==> src/rtl/spi_readback_tx_pkg.sv <==
// Shared definitions for the SPI readback transmitter and the MCU-side driver layout.
package spi_readback_tx_pkg;
  localparam int unsigned HDR_W         = 8;
  localparam int unsigned SEQ_W         = HDR_W - 1;
  localparam int unsigned WORD_W_DEF    = 16;
  localparam int unsigned NUM_WORDS_DEF = 4;
  localparam int unsigned FRAME_BITS    = HDR_W + NUM_WORDS_DEF * WORD_W_DEF;

  typedef enum logic [1:0] {
    IDLE,
    SHIFT,
    OVERRUN
  } state_e;
endpackage

==> src/rtl/spi_edge_detect.sv <==
// Two-flop synchronizer plus previous-value register producing level and edge strobes
// for one asynchronous SPI pin.
module spi_edge_detect #(
  parameter logic RST_VAL = 1'b0
) (
  input  logic clk,
  input  logic reset,
  input  logic din,
  output logic level,
  output logic rise,
  output logic fall
);
  logic       meta_q, meta_d;
  logic       sync_q, sync_d;
  logic       prev_q, prev_d;
  logic [1:0] fill_q, fill_d;
  logic       armed_q, armed_d;

  // Edges stay masked until the pin has been observed at its idle level after reset,
  // so a line held active through reset never yields a spurious edge.
  always_comb begin
    meta_d  = din;
    sync_d  = meta_q;
    prev_d  = sync_q;
    fill_d  = {fill_q[0], 1'b1};
    armed_d = armed_q | (fill_q[1] & (sync_q == RST_VAL));
  end

  always_ff @(posedge clk) begin
    if (!reset) begin
      meta_q  <= RST_VAL;
      sync_q  <= RST_VAL;
      prev_q  <= RST_VAL;
      fill_q  <= '0;
      armed_q <= 1'b0;
    end else begin
      meta_q  <= meta_d;
      sync_q  <= sync_d;
      prev_q  <= prev_d;
      fill_q  <= fill_d;
      armed_q <= armed_d;
    end
  end

  assign level = sync_q;
  assign rise  = armed_q & sync_q & ~prev_q;
  assign fall  = armed_q & ~sync_q & prev_q;
endmodule

==> src/rtl/spi_readback_tx.sv <==
// SPI mode-0 peripheral transmitter returning {fresh, seq, shadow payload} frames on SDO,
// with SCK/CS oversampled in the system clock domain.
module spi_readback_tx
  import spi_readback_tx_pkg::*;
#(
  parameter int unsigned WORD_W    = 16,
  parameter int unsigned NUM_WORDS = 4
) (
  input  logic                        clk,
  input  logic                        reset,
  input  logic                        sck,
  input  logic                        cs,
  output logic                        sdo,
  output logic                        sdo_en,
  input  logic [NUM_WORDS*WORD_W-1:0] frame_data,
  input  logic                        data_valid,
  output logic                        busy,
  output logic                        frame_done,
  output logic                        frame_abort
);
  localparam int unsigned PAY_W = NUM_WORDS * WORD_W;
  localparam int unsigned FRM_W = HDR_W + PAY_W;
  localparam int unsigned CNT_W = $clog2(FRM_W + 1);
  localparam logic [CNT_W-1:0] FULL = CNT_W'(FRM_W);

  logic sck_rise, sck_fall, cs_rise, cs_fall;
  logic unused_sck_lvl, unused_cs_lvl;

  spi_edge_detect #(.RST_VAL(1'b0)) u_sck_edge (
    .clk(clk), .reset(reset), .din(sck),
    .level(unused_sck_lvl), .rise(sck_rise), .fall(sck_fall)
  );

  spi_edge_detect #(.RST_VAL(1'b1)) u_cs_edge (
    .clk(clk), .reset(reset), .din(cs),
    .level(unused_cs_lvl), .rise(cs_rise), .fall(cs_fall)
  );

  state_e             state_q, state_d;
  logic [FRM_W-1:0]   shift_q, shift_d;
  logic [CNT_W-1:0]   cnt_q, cnt_d;
  logic [PAY_W-1:0]   shadow_q, shadow_d;
  logic               fresh_q, fresh_d;
  logic               upd_q, upd_d;
  logic [SEQ_W-1:0]   seq_q, seq_d;
  logic               done_q, done_d;
  logic               abort_q, abort_d;

  always_comb begin
    state_d  = state_q;
    shift_d  = shift_q;
    cnt_d    = cnt_q;
    shadow_d = shadow_q;
    fresh_d  = fresh_q;
    upd_d    = upd_q;
    seq_d    = seq_q;
    done_d   = 1'b0;
    abort_d  = 1'b0;

    if (data_valid) begin
      shadow_d = frame_data;
      fresh_d  = 1'b1;
      upd_d    = 1'b1;
    end

    unique case (state_q)
      IDLE: begin
        if (cs_fall) begin
          shift_d = {fresh_q, seq_q, shadow_q};
          cnt_d   = '0;
          upd_d   = data_valid;
          state_d = SHIFT;
        end
      end
      SHIFT: begin
        if (cs_rise) begin
          state_d = IDLE;
          if (cnt_q == FULL) begin
            done_d  = 1'b1;
            seq_d   = seq_q + 1'b1;
            // Only data already sent is consumed; an update that landed mid-frame stays fresh.
            fresh_d = upd_q | data_valid;
          end else begin
            abort_d = 1'b1;
          end
        end else begin
          if (sck_rise) begin
            cnt_d = cnt_q + 1'b1;
            if (cnt_q == FULL) state_d = OVERRUN;
          end
          if (sck_fall) shift_d = {shift_q[FRM_W-2:0], 1'b0};
        end
      end
      OVERRUN: begin
        if (cs_rise) begin
          abort_d = 1'b1;
          state_d = IDLE;
        end
      end
      default: state_d = IDLE;
    endcase
  end

  always_ff @(posedge clk) begin
    if (!reset) begin
      state_q  <= IDLE;
      shift_q  <= '0;
      cnt_q    <= '0;
      shadow_q <= '0;
      fresh_q  <= 1'b0;
      upd_q    <= 1'b0;
      seq_q    <= '0;
      done_q   <= 1'b0;
      abort_q  <= 1'b0;
    end else begin
      state_q  <= state_d;
      shift_q  <= shift_d;
      cnt_q    <= cnt_d;
      shadow_q <= shadow_d;
      fresh_q  <= fresh_d;
      upd_q    <= upd_d;
      seq_q    <= seq_d;
      done_q   <= done_d;
      abort_q  <= abort_d;
    end
  end

  assign busy        = (state_q != IDLE);
  assign sdo_en      = (state_q != IDLE);
  assign sdo         = (state_q == SHIFT) & shift_q[FRM_W-1];
  assign frame_done  = done_q;
  assign frame_abort = abort_q;
endmodule

==> config.mk <==
export PLATFORM = sky130hd
export DESIGN_NAME = spi_readback_tx
export DESIGN_NICKNAME = d
export VERILOG_FILES = /design/src/rtl/spi_readback_tx_pkg.sv /design/src/rtl/spi_edge_detect.sv /design/src/rtl/spi_readback_tx.sv
export SDC_FILE = /design/constraint.sdc
export NUM_CORES = 1
export LEC_CHECK = 0
export ABC_AREA = 1
export CAP_MARGIN = 20
export CORE_AREA = 3 3 148 150
export CTS_BUF_LIST = sky130_fd_sc_hd__clkbuf_8
export DETAILED_ROUTE_END_ITERATION = 6
export DIE_AREA = 0 0 151 153
export PLACE_DENSITY = 0.5
export SLEW_MARGIN = 5
export SYNTH_ARGS = -nofsm -noshare
export SYNTH_HDL_FRONTEND = slang
export SYNTH_SLANG_ARGS = --single-unit
==> constraint.sdc <==
create_clock -name clk -period 1.7 [get_ports clk]
set_input_delay 0.34 -clock clk [delete_from_list [all_inputs] [get_ports clk]]
set_output_delay 0.34 -clock clk [all_outputs]
set_load 0.02 [all_outputs]
==> metrics.md, run 1 <==
| Metric | Value |
|---|---|
| Combinational fraction of design power | `42.7%` |
| Fraction of layout cells with a size suffix above 1 | `9.924%` |
| CTS tree | `done` |
| Post-synthesis register bit count | `166` |
| Boundary pin count | `74` |
| Placer Congestion | `0.7965` |
| CP Capture Type | `output pin` |
| TritonCTS sink count | `166` |
| P_sw | `5.127 mW` |
| DR pass1 iterations | `4` |
| Yosys top cell area share | `46.08%` |
| Root buffer cell | `clkbuf_8` |
| Routed Antenna Nets | `0` |
| Asr flop ratio synth | `0%` |
| Final-stage net count | `1120` |
| Row count | `53` |
| Total number of vias | `6150` |
| WL final | `17.38 mm` |
| Number of synthesized flops with an enable pin | `0` |
| Clock network power share | `23.1%` |
| Clk_lat worst skew | `0.45 ns` |
| Final cycle utilization of the critical path | `95.61%` |
| Worst path required time | `1.36 ns` |
| CP Max Fanout | `3` |
| First-iteration detailed-routing DRC count | `377` |
| Synth area leader | `dfxtp_1` |
| Post-synthesis cell count | `976` |
| CP bufs+invs | `3` |
| Yosys cell types | `25` |
| Ranking of synthesized cells by area | `dfxtp_1 (46%), nor2_1 (16%), mux2i_1 (9.3%)` |
| # hold bufs at CTS | `0` |
| Leakage power | `3.770 nW` |
| # fillers | `2180` |
| Die ar. | `0.02310 mm^2` |
| Final core utilization | `43.37%` |
| Die Y-Extent | `153 um` |
| Synth top cells by count | `nor2_1 (302), dfxtp_1 (166), nand2_1 (131), nand3_1 (85), o21ai_0 (69)` |
| CP Class | `reg -> out` |
| Worst slew pin tran | `0.3833 ns` |
| Sequential share of power | `34.2%` |
| Initial antenna violation count | `0` |
| PD cells | `1540 mW/mm^2` |
| Reg2Reg Setup Slack | `0.09 ns` |
| CTS max path bufs | `2` |
| Crit-path max cell delay | `0.36 ns` |
| Total Routing Usage GR | `14.68%` |
| Cell area after synthesis | `0.007212 mm^2` |
| Max Clock Skew | `0.01048 ns` |
| Internal | `8.780 mW` |
| Max-cap viol count | `0` |
| Critical-path cell list | `inv_4, ha_4, nand2_2, inv_1, buf_4` |
| Area Overhead vs Synth | `25.23%` |
| Most numerous cell in the Yosys netlist | `nor2_1` |
| Clk slew on worst S/H paths | `0.08 ns` |
| Total Power | `13.91 mW` |
| Total CTS buffers | `17` |
| Sw Ratio | `36.87%` |
| Largest net degree at the start of global routing | `89` |
| Status | `finished clean` |
| Setup violators final | `0` |
| Yosys warnings | `0` |
| Worst hold path type | `in -> reg` |
| Worst VDD drop | `937.6 uV` |
| DP HPWL | `10.39 mm` |
| Wire per inst | `13.04 um` |
| CTS HTree Levels | `4` |
| Placed cells | `1294` |
| Vias per inst | `4.614` |
| Syn avg cell area | `7.389 um^2` |
| Syn_nets | `1051` |
| Fmax | `615.3 MHz` |
| Ant diodes | `0` |
| Final hold viol count | `0` |
| RSZ-0062 raised after global routing | `true` |
| Vias in the first global route | `5611` |
| Time the worst path needs with I/O delays and setup | `1.625 ns` |
| Width of the die | `151 um` |
| First-pass GRT wire length | `27.61 mm` |
| Initial Util | `34.64%` |
| Final std cells w/o fill | `1333` |
| I/O Buffers | `73` |
| Total gr overflow | `0` |
| Final hold slack | `0.2025 ns` |
| Ys flop type | `dfxtp_1` |
| CP Launch Type | `flop` |
| Core Area | `0.02082 mm^2` |
| CP delay by family, top | `flip-flops` |
| Sequential share of the synthesized area | `46.08%` |
| DRC | `0` |
| Critical path's slowest cell | `dfxtp_2` |
| Slew headroom | `74.44%` |
| CP arrival | `1.29 ns` |
| Slew Viols, Final | `0` |
==> per-layer routing <==
layer | part of all wire (%) | GRT usage, % | routed length, um
met1 | 51 | 20.87 | 8911
met2 | 45 | 22.18 | 7761
met3 | 3.2 | 3.558 | 552
met4 | 0.89 | 4.145 | 155
met5 | 0 | 0 | 0
==> area by class of cell <==
type                    instances  area, um^2  share of cell area, %
repair buffers                112        1245                  13.78
clock inverters                13       187.7                  2.078
flip-flops and latches        166        3328                  36.85
inverters                      44       177.7                  1.967
clock buffers                  19       261.5                  2.896
well taps                     275       344.1                  3.810
multi-input cells             704        3487                  38.61
==> sequential cells by signal, summed over array words and instances, names as in the netlist, 2 cells and up <==
signal    cells
seq_q         7
state_q       2
shift_q      72
shadow_q     64
cnt_q         7
==> tightest hold or removal path, stage by stage <==
cell and delay (ns):
buf_4 0.17, nand2_1 0.08, nor2_1 0.03
==> path summary, 6_finish.rpt <==
kind,cells past startpoint,start,endpoint
worst min-delay path,3,reset,cnt_q[1]
worst max register to register,11,state_q[1],cnt_q[1]
worst min register to register,2,u_cs_edge.fill_q[0],u_sck_edge.fill_q[1]
worst max-delay path,5,state_q[1],sdo
==> power groups by stage <==
stage	Clock, mW	Sequential [mW]	Combinational [mW]
6_report	3.22	4.76	5.94
5_1_grt	3.49	4.82	6.65
4_1_cts	3.35	4.75	5.32
3_5_place_dp	0	4.83	5.27
3_3_place_gp	0	4.82	5.25
2_1_floorplan	0	4.75	3.75
==> stage by stage <==
| stage | cell area, um^2 | TNS (ns) | setup slack, ns |
|---|---|---|---|
| floorplan | 7212 | 0 | 0.2197 |
| detailed placement | 8328 | -0.06542 | -0.02804 |
| global route | 9031 | -0.05202 | -0.01533 |
| finish | 9031 | 0 | 0.07469 |
| global placement | 8328 | -0.01558 | -0.01558 |
| CTS | 8780 | -0.01605 | -0.01271 |
==> layout by cell type, fill, tap and decap left out, types with 3 or more instances in the layout <==
cell	Yosys	routed
a21oi_1	17	16
buf_12	0	9
buf_4	11	23
buf_6	0	5
bufinv_16	0	5
clkbuf_16	0	5
clkbuf_8	0	19
clkdlybuf4s50_1	0	66
clkinv_2	0	3
dfxtp_1	166	164
ha_1	6	4
inv_1	39	38
inv_2	5	7
mux2i_1	67	67
nand2_1	131	124
nand2_2	4	9
nand3_1	85	85
nand4_1	8	8
nor2_1	302	302
nor2_4	0	3
o21ai_0	69	69
or2_2	3	3
==> logic make-up (layout without fill, tap and decap cells) <==
logic type | Yosys count | count (layout) | share of synthesized area, %
xor gates and xnor gates | 2 | 2 | 0.2429
AOI/OAI and AO/OA | 90 | 90 | 6.350
adders and majority gates | 6 | 6 | 1.041
muxes | 67 | 67 | 9.299
DFF | 166 | 166 | 46.08
and+or+nand+nor | 539 | 539 | 30.31
buffers and inverters | 106 | 188 | 6.680
==> what timing repair did <==
item / in CTS / in global routing
gates cloned: 0 / 5
setup buffers: 1 / 1
endpoints found under the setup margin: 35 / 85
resized for setup: 22 / 33
pin swaps: 2 / 3
Power figures use the tool's default switching activity.
==> run 2: changes to the inputs <==
--- a/config.mk
+++ b/config.mk
@@ -16,3 +16,4 @@
 export SYNTH_ARGS = -nofsm -noshare
 export SYNTH_HDL_FRONTEND = slang
 export SYNTH_SLANG_ARGS = --single-unit
+export TNS_END_PERCENT = 1
==> metrics.md, run 2 (same netlist as run 1, synthesis figures left out) <==
| Metric | Value |
|---|---|
| Slew headroom | `73.80% (-0.65 points)` |
| Dpl cell area | `0.008328 mm^2 (unchanged)` |
| CP Launch Type | `flop` |
| Boundary pin count | `74 (unchanged)` |
| Time the worst path needs with I/O delays and setup | `1.650 ns (+0.02466 ns)` |
| Commonest non-fill, non-tap cell in the layout | `nor2_1` |
| Fmax | `606.1 MHz (-1.5%)` |
| Ant diodes | `0 (unchanged)` |
| Placed cells | `1294 (unchanged)` |
| CP Launch Point | `state_q[1]` |
| Placer Congestion | `0.7965 (unchanged)` |
| Slew Viols, Final | `0 (unchanged)` |
| Total gr overflow | `0 (unchanged)` |
| R2r worst-path depth | `11 (unchanged)` |
| Reg-to-reg endpoint | `cnt_q[6]` |
| WL final | `17.04 mm (-2.0%)` |
| Total number of vias | `6153 (+0.049%)` |
| Final hold slack | `0.2068 ns (+0.004324 ns)` |
| Clk_lat worst skew | `0.45 ns (about the same)` |
| Vias in the first global route | `5607 (-0.071%)` |
| Wire per inst | `12.81 um (-1.7%)` |
| CTS tree | `done` |
| DR pass1 iterations | `5 (+1)` |
| Status | `finished clean` |
| Crit-path max cell delay | `0.34 ns (-0.02 ns)` |
| Routed Antenna Nets | `0 (unchanged)` |
| Final std cells w/o fill | `1330 (-0.23%)` |
| Clock network power share | `23.5% (+0.4 points)` |
| CTS max path bufs | `2 (unchanged)` |
| RSZ-0062 raised after global routing | `true` |
| Die ar. | `0.02310 mm^2 (unchanged)` |
| Most frequent cells in the layout | `nor2_1 (300), dfxtp_1 (164), nand2_1 (126)` |
| PD cells | `1527 mW/mm^2 (-0.85%)` |
| First-iteration detailed-routing DRC count | `362 (-4.0%)` |
| CP delay by family, top | `buffers and inverters` |
| Final cycle utilization of the critical path | `97.06% (+1.5 points)` |
| Max FFs per register | `72 (unchanged)` |
| Largest register by flop count | `shift_q` |
| TritonCTS sink count | `166 (unchanged)` |
| Initial Util | `34.64% (unchanged)` |
| Combinational fraction of design power | `41.7% (-1.0 points)` |
| Area Overhead vs Synth | `24.20%` |
| Setup violators final | `0 (unchanged)` |
| Clk slew on worst S/H paths | `0.08 ns (about the same)` |
| Largest net degree at the start of global routing | `89 (unchanged)` |
| Final instance area | `0.008957 mm^2 (-0.82%)` |
| CP Capture Type | `flop` |
| Sw Ratio | `36.82% (-0.046 points)` |
| Final-stage net count | `1117 (-0.27%)` |
| Critical path depth | `11 (+6)` |
| DRC | `0 (unchanged)` |
| CP Max Fanout | `7 (+4)` |
| Initial antenna violation count | `0 (unchanged)` |
| Worst VDD drop | `936.9 uV (about the same)` |
| Max-cap viol count | `0 (unchanged)` |
| Total CTS buffers | `17 (unchanged)` |
| Vias per inst | `4.626 (+0.27%)` |
| Sequential share of power | `34.8% (+0.6 points)` |
| Final worst slack | `0.05003 ns (-0.02466 ns)` |
| CP Class | `reg -> reg` |
| Final hold viol count | `0 (unchanged)` |
| Worst Setup EP | `cnt_q[6]` |
| DP HPWL | `10.39 mm (unchanged)` |
| Core Area | `0.02082 mm^2 (unchanged)` |
| Max Clock Skew | `0.01067 ns (+0.0001900 ns)` |
| CTS HTree Levels | `4 (unchanged)` |
| Fraction of layout cells with a size suffix above 1 | `9.479% (-0.45 points)` |
| Setup WS pre-CTS | `-0.02804 ns (unchanged)` |
| First-pass GRT wire length | `27.60 mm (about the same)` |
| Critical-path cell list | `inv_4, ha_4, buf_6, buf_8, nand4_4, nand2_2, inv_1, buf_4, nand4_1, nand2_1, nor2_1` |
| Leakage power | `3.746 nW (-0.64%)` |
| Root buffer cell | `clkbuf_8` |
| Critical path's slowest cell | `dfxtp_2` |
| I/O Buffers | `73 (unchanged)` |
| Width of the die | `151 um (unchanged)` |
| Internal | `8.640 mW (-1.6%)` |
| Worst slew pin tran | `0.3931 ns (+0.009708 ns)` |
| P_sw | `5.036 mW (-1.8%)` |
| Die Y-Extent | `153 um (unchanged)` |
| Worst R2R Start | `state_q[1]` |
| Reg2Reg Setup Slack | `0.05 ns (-0.04 ns)` |
| Largest registers | `shift_q: 72 flops, shadow_q: 64 flops` |
| CP arrival | `2.04 ns (+0.75 ns)` |
| Worst path required time | `2.09 ns (+0.73 ns)` |
| Total Routing Usage GR | `14.68% (about the same)` |
| Worst hold path type | `in -> reg` |
| CP bufs+invs | `5 (+2)` |
| Row count | `53 (unchanged)` |
## run 2: changes by cell type in the layout (fill, tap and decap cells not counted), moves of 2 or more
cell and change:
nand2_2 -2, nor2_1 -2, clkbuf_16 -2, nor2_2 +3
nand2_1 +2
## run 2: power groups by stage
stage,clock network [mW],registers (mW),logic [mW]
3_5_place_dp,0,4.83,5.27
3_3_place_gp,0,4.82,5.25
2_1_floorplan,0,4.75,3.75
6_report,3.21,4.76,5.71
5_1_grt,3.49,4.82,6.43
4_1_cts,3.35,4.75,5.31
## run 2: worst min-delay path by stage
stage / startpoint / end / slack, ns / cells after the start
after global routing: reset / cnt_q[1] / 0.17 / 3
after floorplan: reset / u_cs_edge.fill_q[0] / 0.37 / 0
after global placement: u_cs_edge.fill_q[0] / u_sck_edge.fill_q[1] / 0.40 / 2
after detailed placement: u_cs_edge.fill_q[0] / u_sck_edge.fill_q[1] / 0.40 / 2
final: reset / cnt_q[1] / 0.21 / 3
after CTS: reset / cnt_q[1] / 0.15 / 3
## run 2: tightest hold or removal path, delay by kind of cell
kind / cells / cell delay (ns)
buf+inv: 1 / 0.17
simple gates: 2 / 0.11
## run 2: layout make-up
cell class                 instances  area [um^2]
multi-input combinational        704         3478
tap                              275        344.1
clock buffer                      19        261.5
clock inverter                    13        187.7
inverter                          44        175.2
fill                            2191        11870
timing repair buffer             109         1182
sequential                       166         3328
## run 2: repair_timing
| action | CTS | global route |
|---|---|---|
| hold buffers | 0 | 0 |
| resized for setup | 21 | 29 |
| endpoints found under the setup margin | 35 | 86 |
| pin swaps | 2 | 0 |
| cloned | 0 | 3 |
| setup buffers | 1 | 0 |
## run 2: through the flow
step                setup TNS, ns  utilization (%)  total power [mW]
floorplan                       0                -             8.505
global placement         -0.01558            40.00             10.08
detailed placement       -0.06542            40.00             10.10
CTS                      -0.01999            42.15             13.41
global route              -0.2079            43.02             14.74
finish                          0            43.02             13.68
## run 2: layer usage
metal  track usage (%)  wire [um]  part of all wire (%)  up-vias
met2             22.16       7576                    44       77
met5                 0          0                     0        -
met3             3.558        558                   3.3       11
met1             20.87       8768                    51     2811
met4             4.145        135                  0.79        0
li1                  -          -                     -     3254
==> run 3: changes to the inputs <==
--- a/config.mk
+++ b/config.mk
@@ -9,6 +9,7 @@
 export CAP_MARGIN = 20
 export CORE_AREA = 3 3 148 150
 export CTS_BUF_LIST = sky130_fd_sc_hd__clkbuf_8
+export CTS_CLUSTER_SIZE = 30
 export DETAILED_ROUTE_END_ITERATION = 6
 export DIE_AREA = 0 0 151 153
 export PLACE_DENSITY = 0.5
==> constraint.sdc (replaced) <==
create_clock -name clk -period 1.55 [get_ports clk]
set_input_delay 0.31 -clock clk [delete_from_list [all_inputs] [get_ports clk]]
set_output_delay 0.31 -clock clk [all_outputs]
set_load 0.02 [all_outputs]
==> metrics.md, run 3 (same netlist as run 1, synthesis figures left out) <==
| Metric | Value |
|---|---|
| DP HPWL | `10.76 mm (+3.5%)` |
| Met3 GRT Util | `3.617% (+0.059 points)` |
| CTS max path bufs | `2 (unchanged)` |
| Boundary pin count | `74 (unchanged)` |
| Max FFs per register | `72 (unchanged)` |
| DR pass1 iterations | `6 (+1)` |
| CTS tree | `done` |
| Total Power | `15.45 mW (+13%)` |
| PD cells | `1678 mW/mm^2 (+9.9%)` |
| Total gr overflow | `0 (unchanged)` |
| Commonest non-fill, non-tap cell in the layout | `nor2_1` |
| CP Class | `reg -> reg` |
| Fraction of layout cells with a size suffix above 1 | `11.73% (+2.3 points)` |
| TritonCTS sink count | `166 (unchanged)` |
| CP arrival | `1.95 ns (-0.09 ns)` |
| Status | `finished, violations left` |
| Fmax | `625.9 MHz (+3.3%)` |
| Internal | `9.566 mW (+11%)` |
| Placed cells | `1305 (+0.85%)` |
| Final std cells w/o fill | `1349 (+1.4%)` |
| Clock network power share | `19.6% (-3.9 points)` |
| Final cycle utilization of the critical path | `103.1% (+6.0 points)` |
| CP Max Fanout | `17 (+10)` |
| Core Area | `0.02082 mm^2 (unchanged)` |
| Row count | `53 (unchanged)` |
| Max Clock Skew | `0.01158 ns (+0.0009046 ns)` |
| I/O Buffers | `73 (unchanged)` |
| Final core utilization | `44.22% (+1.2 points)` |
| Clk_lat worst skew | `0.45 ns (about the same)` |
| Most frequent cells in the layout | `nor2_1 (300), dfxtp_1 (164), nand2_1 (127)` |
| Final worst slack | `-0.04765 ns (-0.09768 ns)` |
| Routed Antenna Nets | `0 (unchanged)` |
| Setup violators final | `58 (+58)` |
| Total CTS buffers | `17 (unchanged)` |
| Slew Viols, Final | `0 (unchanged)` |
| P_sw | `5.880 mW (+17%)` |
| DRC | `0 (unchanged)` |
| Initial antenna violation count | `0 (unchanged)` |
| Largest registers | `shift_q: 72 flops, shadow_q: 64 flops` |
| Wire per inst | `13.50 um (+5.3%)` |
| Vias per inst | `4.682 (+1.2%)` |
| Largest register by flop count | `shift_q` |
| CP delay by family, top | `buffers and inverters` |
| CP Launch Type | `flop` |
| Initial Util | `34.64% (unchanged)` |
| Worst slew pin tran | `0.3845 ns (-0.008539 ns)` |
| RSZ-0062 raised after global routing | `true` |
| Failing checks | `negative setup slack` |
| Final instance area | `0.009208 mm^2 (+2.8%)` |
| Time the worst path needs with I/O delays and setup | `1.598 ns (-0.05232 ns)` |
| Critical-path cell list | `inv_4, ha_4, buf_6, buf_12, buf_16, mux2i_2, nand3_1, nand2_1, nor2_1` |
| Width of the die | `151 um (unchanged)` |
| Slew headroom | `74.37% (+0.57 points)` |
| Clk slew on worst S/H paths | `0.08 ns (about the same)` |
| Total Routing Usage GR | `14.75% (+0.077 points)` |
| Worst path required time | `1.90 ns (-0.19 ns)` |
| # hold bufs at CTS | `0 (unchanged)` |
| Ant diodes | `0 (unchanged)` |
| Sequential share of power | `33.7% (-1.1 points)` |
| Global route hottest layer | `met2` |
| WL final | `18.21 mm (+6.8%)` |
| Setup WS pre-CTS | `-0.1728 ns (-0.1448 ns)` |
| CP bufs+invs | `4 (-1)` |
| Leakage power | `3.835 nW (+2.4%)` |
| Crit-path max cell delay | `0.34 ns (about the same)` |
| Vias in the first global route | `5752 (+2.6%)` |
| CP Capture Type | `flop` |
| Root buffer cell | `clkbuf_8` |
| Worst VDD drop | `703.2 uV (-25%)` |
| Fin Setup TNS | `-0.8011 ns (-0.8011 ns)` |
| Critical path's slowest cell | `dfxtp_2` |
| Worst hold path type | `in -> reg` |
| Dpl cell area | `0.008448 mm^2 (+1.4%)` |
| Met2 GRT Util | `23.16% (+1.0 points)` |
| CTS HTree Levels | `4 (unchanged)` |
| Total number of vias | `6316 (+2.6%)` |
| Combinational fraction of design power | `46.7% (+5.0 points)` |
| Die Y-Extent | `153 um (unchanged)` |
| Largest net degree at the start of global routing | `80 (-10%)` |
| Die ar. | `0.02310 mm^2 (unchanged)` |
| Area Overhead vs Synth | `27.67%` |
| First-pass GRT wire length | `28.01 mm (+1.5%)` |
| Final hold slack | `0.1070 ns (-0.09982 ns)` |
| Max-cap viol count | `0 (unchanged)` |
| Final hold viol count | `0 (unchanged)` |
| # fillers | `2133 (-2.6%)` |
| Placer Congestion | `0.7551 (-5.2%)` |
| Grt met1 use | `20.23% (-0.63 points)` |
| First-iteration detailed-routing DRC count | `352 (-2.8%)` |
| Final-stage net count | `1138 (+1.9%)` |
| Sw Ratio | `38.07% (+1.2 points)` |
[run 3: cell count changes in the layout (fill, tap and decap cells not counted), moves of 3 or more]
cell | before | now
buf_4 | 22 | 32
buf_6 | 5 | 9
bufinv_16 | 5 | 2
clkbuf_16 | 3 | 7
inv_6 | 0 | 3
o21ai_0 | 69 | 65
[run 3: layout make-up]
class                   count  area (um^2)  area share (%)
clock buffers              19        261.5           2.840
well taps                 275        344.1           3.737
flip-flops and latches    166         3326           36.12
repair buffers            129         1455           15.80
multi-input cells         704         3516           38.18
clock inverters            11        111.4           1.209
inverters                  44        185.2           2.011
repair inverters            1        8.758         0.09512
[run 3: layer usage]
metal	vias to the layer above	wire [um]
met1	2919	9125
met2	87	8232
met5	-	0
li1	3299	-
met3	11	675
met4	0	172
[run 3: final timing paths]
path,from,end,slack (ns),cells after the start
worst max-delay path,state_q[1],shift_q[68],-0.05,9
worst min-delay path,reset,u_cs_edge.fill_q[0],0.11,1
worst max register to register,state_q[1],shift_q[68],-0.05,9
worst min register to register,u_sck_edge.meta_q,u_sck_edge.level,0.42,2
[run 3: power groups by stage]
stage | Sequential, mW | Combinational [mW] | Clock (mW)
global placement | 5.28 | 5.88 | 0
finish | 5.20 | 7.21 | 3.03
global route | 5.27 | 7.99 | 3.31
detailed placement | 5.28 | 5.91 | 0
floorplan | 5.21 | 4.12 | 0
CTS | 5.19 | 6.11 | 3.14
[run 3: repair_timing]
item                       in CTS  in global routing
hold endpoints to repair        0                  0
setup endpoints to repair      94                 92
pin swaps                      55                 15
setup buffers                   1                  3
resized for setup              34                 30
gates cloned                    0                 10
